$ cat src/rtl/elevator_pkg.sv
// Shared constants and helpers for the elevator request path.
// Floor masks and absolute-to-relative request mapping live here.
package elevator_pkg;

   localparam logic [1:0] POS_FLOOR     = 2'b00;
   localparam logic [1:0] POS_HALF_UP   = 2'b01;
   localparam logic [1:0] POS_HALF_DOWN = 2'b10;

   localparam logic [1:0] DIR_STOP = 2'b00;
   localparam logic [1:0] DIR_UP   = 2'b01;
   localparam logic [1:0] DIR_DOWN = 2'b10;

   localparam int NUM_FLOORS = 3;

   localparam int REL_HERE  = 0;
   localparam int REL_ABOVE = 1;
   localparam int REL_BELOW = 2;

   function automatic logic [NUM_FLOORS-1:0] floor_mask(input logic [1:0] floor);
      logic [NUM_FLOORS-1:0] mask;
      mask = '0;
      for (int g = 0; g < NUM_FLOORS; g++) begin
         if (g == int'(floor)) mask[g] = 1'b1;
      end
      return mask;
   endfunction

   // Bit REL_HERE = call at this floor, REL_ABOVE / REL_BELOW = any call beyond.
   function automatic logic [2:0] rel_map(input logic [NUM_FLOORS-1:0] pend,
                                          input logic [1:0] floor);
      logic [2:0] rel;
      rel = '0;
      for (int g = 0; g < NUM_FLOORS; g++) begin
         if (g == int'(floor))
            rel[REL_HERE] = rel[REL_HERE] | pend[g];
         else if (g > int'(floor))
            rel[REL_ABOVE] = rel[REL_ABOVE] | pend[g];
         else
            rel[REL_BELOW] = rel[REL_BELOW] | pend[g];
      end
      return rel;
   endfunction

endpackage

$ cat src/rtl/button_debouncer.sv
// One pushbutton: synchroniser chain, debounce counter and a one-cycle
// pulse on each debounced 0->1 transition.
module button_debouncer #(
   parameter int SYNC_STAGES     = 2,
   parameter int DEBOUNCE_CYCLES = 4
) (
   input  logic clk,
   input  logic reset_n,
   input  logic raw,
   output logic press
);

   localparam int CW = $clog2(DEBOUNCE_CYCLES + 1);

   logic [SYNC_STAGES-1:0] sync_q;
   logic                   sample;
   logic                   level;
   logic                   level_d;
   logic [CW-1:0]          count;

   assign sample = sync_q[SYNC_STAGES-1];

   always_ff @(posedge clk or negedge reset_n) begin
      if (!reset_n) begin
         sync_q  <= '0;
         level   <= 1'b0;
         level_d <= 1'b0;
         count   <= '0;
      end else begin
         sync_q  <= {sync_q[SYNC_STAGES-2:0], raw};
         level_d <= level;
         // The toggle happens on the edge that would make the count reach the limit.
         if (sample == level) begin
            count <= '0;
         end else if (count == CW'(DEBOUNCE_CYCLES - 1)) begin
            level <= ~level;
            count <= '0;
         end else begin
            count <= count + 1'b1;
         end
      end
   end

   assign press = level & ~level_d;

endmodule

$ cat src/rtl/elevator_request_register.sv
// Latches debounced hall/car calls per absolute floor, tracks the car floor
// and presents calls relative to the current floor.
module elevator_request_register
   import elevator_pkg::*;
#(
   parameter int SYNC_STAGES     = 2,
   parameter int DEBOUNCE_CYCLES = 4
) (
   input  logic       clk,
   input  logic       reset_n,
   input  logic [2:0] raw_up,
   input  logic [2:0] raw_down,
   input  logic [2:0] raw_in,
   input  logic [1:0] pos_cur,
   input  logic       open_cur,
   output logic [1:0] floor_cur,
   output logic [2:0] pend_up,
   output logic [2:0] pend_down,
   output logic [2:0] pend_in,
   output logic [2:0] button_up,
   output logic [2:0] button_down,
   output logic [2:0] button_in
);

   logic [2:0] press_up;
   logic [2:0] press_down;
   logic [2:0] press_in;
   logic [2:0] clear_mask;
   logic [1:0] pos_prev;
   logic       unused_bits;

   // No up button on the top floor and no down button on the ground floor.
   assign unused_bits   = raw_up[NUM_FLOORS-1] ^ raw_down[0];
   assign press_up[NUM_FLOORS-1] = 1'b0;
   assign press_down[0]          = 1'b0;

   for (genvar f = 0; f < NUM_FLOORS - 1; f++) begin : g_up
      button_debouncer #(.SYNC_STAGES(SYNC_STAGES), .DEBOUNCE_CYCLES(DEBOUNCE_CYCLES)) u_db (
         .clk(clk), .reset_n(reset_n), .raw(raw_up[f]), .press(press_up[f]));
   end

   for (genvar f = 1; f < NUM_FLOORS; f++) begin : g_down
      button_debouncer #(.SYNC_STAGES(SYNC_STAGES), .DEBOUNCE_CYCLES(DEBOUNCE_CYCLES)) u_db (
         .clk(clk), .reset_n(reset_n), .raw(raw_down[f]), .press(press_down[f]));
   end

   for (genvar f = 0; f < NUM_FLOORS; f++) begin : g_in
      button_debouncer #(.SYNC_STAGES(SYNC_STAGES), .DEBOUNCE_CYCLES(DEBOUNCE_CYCLES)) u_db (
         .clk(clk), .reset_n(reset_n), .raw(raw_in[f]), .press(press_in[f]));
   end

   always_comb begin
      clear_mask = '0;
      if (pos_cur == POS_FLOOR && open_cur) clear_mask = floor_mask(floor_cur);
   end

   // Clear is applied after set so a same-cycle press at the served floor is lost.
   always_ff @(posedge clk or negedge reset_n) begin
      if (!reset_n) begin
         pend_up   <= '0;
         pend_down <= '0;
         pend_in   <= '0;
      end else begin
         pend_up   <= (pend_up   | press_up)   & ~clear_mask;
         pend_down <= (pend_down | press_down) & ~clear_mask;
         pend_in   <= (pend_in   | press_in)   & ~clear_mask;
      end
   end

   always_ff @(posedge clk or negedge reset_n) begin
      if (!reset_n) begin
         pos_prev  <= POS_FLOOR;
         floor_cur <= 2'd0;
      end else begin
         pos_prev <= pos_cur;
         if (pos_cur == POS_FLOOR) begin
            if (pos_prev == POS_HALF_UP && floor_cur != 2'(NUM_FLOORS - 1))
               floor_cur <= floor_cur + 2'd1;
            else if (pos_prev == POS_HALF_DOWN && floor_cur != 2'd0)
               floor_cur <= floor_cur - 2'd1;
         end
      end
   end

   assign button_up   = rel_map(pend_up,   floor_cur);
   assign button_down = rel_map(pend_down, floor_cur);
   assign button_in   = rel_map(pend_in,   floor_cur);

endmodule

$ cat config.mk
export PLATFORM = sky130hd
export DESIGN_NAME = elevator_request_register
export DESIGN_NICKNAME = d
export VERILOG_FILES = /design/src/rtl/elevator_pkg.sv /design/src/rtl/button_debouncer.sv /design/src/rtl/elevator_request_register.sv
export SDC_FILE = /design/constraint.sdc
export NUM_CORES = 1
export LEC_CHECK = 0
export CORE_AREA = 4 4 75 77
export DETAILED_ROUTE_END_ITERATION = 10
export DIE_AREA = 0 0 79 81
export PLACE_DENSITY = 0.82
export SLEW_MARGIN = 5
export SYNTH_ARGS = -nofsm -noshare
export SYNTH_HDL_FRONTEND = slang
export SYNTH_SLANG_ARGS = --single-unit
$ cat constraint.sdc
create_clock -name clk -period 1.4 [get_ports clk]
set_input_delay 0.21 -clock clk [delete_from_list [all_inputs] [get_ports clk]]
set_output_delay 0.21 -clock clk [all_outputs]
set_load 0.03 [all_outputs]
==> key figures <==
Status
  • Run status: finished, violations left
  • Failing checks: setup timing

Timing
  • Slew HR: about three quarters
  • Final min period: 1.93 ns
  • Count of final max-slew check failures: 0
  • Setup TNS: -4.67 ns
  • Setup Viol. Count Final: 11
  • Setup ws final: -0.534 ns
  • Skew final: about 0.0079 ns
  • Final hold slack: 0.294 ns
  • RSZ-0062 raised after global routing: true
  • Tcrit/Tclk final: 138%
  • Hold Violations, Final: 0
  • FMAX: 0.517 GHz
  • Worst Tran Pin Value: 0.373 ns

Routing
  • TritonRoute pass-1 iters: 4
  • Remaining antenna violation count: 0
  • Vias: 1507
  • Routed len/inst: 14.0 µm
  • Final wirelength: around 4.4 mm
  • Residual DRC: 0
  • Via/cell ratio: 4.83
  • 1st-iter DRT viols: 130

Power and ir drop
  • Clock Power Share: 16.8%
  • Tot Pwr: 7.66 mW
  • Sw frac: 37.4%
  • Power Density: 2390 nW/µm²
  • Sequential Power Share: 34.7%
  • VDD IR max: around 1.2 mV
  • Cell-internal power: 4.79 mW
  • Logic pwr share: 48.4%
  • Net Switching: 2.87 mW
  • P_leak: 1.49 nW

Critical path
  • Critical path's most frequent cell: buf_6
  • Flop2flop setup slack: -0.18 ns
  • Worst r2r path cells: 8
  • Reg2Reg Launch Point: floor_cur[1]
  • Crit path from: floor_cur[1]
  • Crit-path max FO: 4
  • Critical path arrival: 1.72 ns
  • Crit-path cells: inv_4, ha_4, buf_6, buf_6, nor2b_4, a22o_2, buf_6
  • Critical path's slowest cell: dfrtp_2
  • Worst setup path class: register to output pin
  • Worst setup EP type: output pin
  • Crit start category: register
  • Worst EP required: 1.19 ns
  • Critical R2R Capture: floor_cur[0]
  • Largest stage delay on the critical path: 0.42 ns

Synth
  • Post-synthesis net count: 195
  • Register area share after synthesis: 66.8%
  • Top FF cell, synth: dfrtp_1
  • Post-synth top area share: roughly 67%
  • Async SR Flop Fraction: 100%
  • Post-synthesis cell type count: 21
  • Cell taking the most area after synthesis: dfrtp_1
  • Syn Area/Cell: 13.6 µm²
  • Yosys synthesis warning count: 0
  • Yosys reg bits: 62
  • Mapped cell area: 2320 µm²
  • Post-synth EDFFs: 0
  • Synth area leaders: dfrtp_1 67%, ha_1 5.4%, nor3b_1 4.2%, mux2_2 3.4%, nor2b_1 3.2%
  • Commonest cells post-synth: 62 x dfrtp_1, 13 x inv_1, 13 x nor3b_1
  • Top-count cell post-synth: dfrtp_1
  • Synth Instances: 171

Global route
  • First-pass GRT wire length: ~7.4 mm
  • GR Util All Layers: 15.7%
  • Antenna violations before repair: 0
  • Vias in the first global route: 1587
  • Total gr overflow: 0
  • Largest net degree at the start of global routing: 51

Die
  • Die area: between 6000 and 7000 µm²
  • Die Span Y: 81 µm
  • Die X: 79 µm
  • Core area: 5010 µm²
  • IO Pins: 34
  • Starting density of the core: 46.4%
  • FP Rows: 26

Clock tree
  • CTS max path bufs: 2
  • Number of CTS-inserted buffers: 9
  • CTS root buffer: clkbuf_8
  • CTS tree: yes
  • Worst skew pair latency: 0.34 ns
  • H-tree levels: 3
  • Clock Pin Slew Worst Setup and Hold Paths: ~0.06 ns
  • Clock Sink Count: 62

Placement
  • Post-Place Setup Slack: -0.615 ns
  • Gpl congestion: 0.923
  • IO Port Bufs: 31
  • Post-DP HPWL: 3.08 mm

Final layout
  • Diodes inserted: 0
  • Core Util, Final: 64.0%
  • Fill cells: 390
  • Final #Nets: 262
  • Share of layout cells above drive strength 1: between 30% and 40%
  • Area grow syn2layout: 38.0%

Flow run
  • Maxcap violations: 0

Hold path
  • Hold crit path type: input port to async pin
[cell type report]
| class | instances | area [µm²] | area share, % |
|---|---|---|---|
| flip-flops and latches | 62 | 1550 | 48.5 |
| multi-input cells | 96 | 820 | 25.6 |
| repair buffers | 56 | 533 | 16.6 |
| clock buffers | 13 | 149 | 4.64 |
| well taps | 70 | 87.6 | 2.73 |
| inverters | 13 | 53.8 | 1.68 |
| clock inverters | 2 | 10.0 | 0.312 |
[placed cells by master, fill, tap and decap left out, drive strengths merged]
master / netlist / final
a21oi: 10 / 10
a222oi: 3 / 3
a22o: 3 / 3
and2b: 1 / 1
and3: 3 / 3
buf: 0 / 40
clkbuf: 0 / 13
clkdlybuf4s15: 0 / 5
clkdlybuf4s50: 0 / 10
clkinv: 0 / 2
dfrtp: 62 / 62
dlygate4sd3: 0 / 1
ha: 10 / 10
inv: 13 / 13
mux2: 7 / 7
mux2i: 1 / 1
nand2: 3 / 3
nor2: 9 / 9
nor2b: 12 / 12
nor3: 7 / 7
nor3b: 14 / 14
o21ai: 4 / 4
xnor2: 8 / 8
xor2: 1 / 1
[what timing repair did]
item | in CTS | in global routing
endpoints found under the hold margin | 12 | 0
gates cloned | 0 | 0
hold buffers | 1 | 0
setup buffers | 4 | 0
setup endpoints to repair | 21 | 14
pin swaps | 14 | 2
gates resized for setup | 84 | 9
[logic make-up (layout without fill, tap and decap cells)]
kind of cell / Yosys count / in the layout / synth area share [%]
flip-flops: 62 / 62 / 66.8
AO/OA/AOI/OAI: 20 / 20 / 5.60
AND/OR/NAND/NOR: 49 / 49 / 12.9
XOR/XNOR: 9 / 9 / 3.39
adder cells (fa/ha/maj): 10 / 10 / 5.39
buffers and inverters: 13 / 84 / 2.10
multiplexers: 8 / 8 / 3.82
[through the flow]
step	instance area, µm²	std cells
after floorplan	2370	171
after global placement	2920	292
after detailed placement	2920	292
after CTS	3210	312
after global routing	3210	312
final	3210	312
[state kept, by name, indices dropped and copies added, names as in the netlist, 3 cells and up]
| name | count |
|---|---|
| g_down.u_db.count | 6 |
| g_down.u_db.sync_q | 4 |
| g_in.u_db.count | 9 |
| g_in.u_db.level | 3 |
| g_in.u_db.level_d | 3 |
| g_in.u_db.sync_q | 6 |
| g_up.u_db.count | 6 |
| g_up.u_db.sync_q | 4 |
| pend_down | 3 |
| pend_in | 3 |
| pend_up | 3 |
[worst max path at each step]
| stage | end | slack, ns |
|---|---|---|
| 2_1_floorplan | button_down[2] | -0.08 |
| 3_3_place_gp | button_in[0] | -0.60 |
| 3_5_place_dp | button_in[0] | -0.61 |
| 4_1_cts | button_up[0] | -0.56 |
| 5_1_grt | button_up[0] | -0.61 |
| 6_report | button_up[1] | -0.53 |
[layer usage]
layer	wire length, µm	part of all wire, %	track usage, %
met1	1920	44	19.6
met2	2050	47	23.6
met3	269	6.2	4.99
met4	125	2.9	10.3
met5	0	0	0
[power groups by stage]
stage	Combinational, mW	Sequential, mW	Clock, mW
6_report	3.71	2.66	1.29
5_1_grt	4.00	2.73	1.41
4_1_cts	3.71	2.67	1.33
3_5_place_dp	3.37	2.67	0
3_3_place_gp	3.29	2.63	0
2_1_floorplan	1.71	2.90	0
[worst max-delay path: cells and delay by family, from the launching register on]
family / cells / cell delay (ns)
buf+inv: 4 / 0.44
fa+ha+maj: 1 / 0.17
simple gates: 1 / 0.13
flops: 1 / 0.42
compound gates: 1 / 0.23
Note: power is estimated with default switching activity, not from simulation.
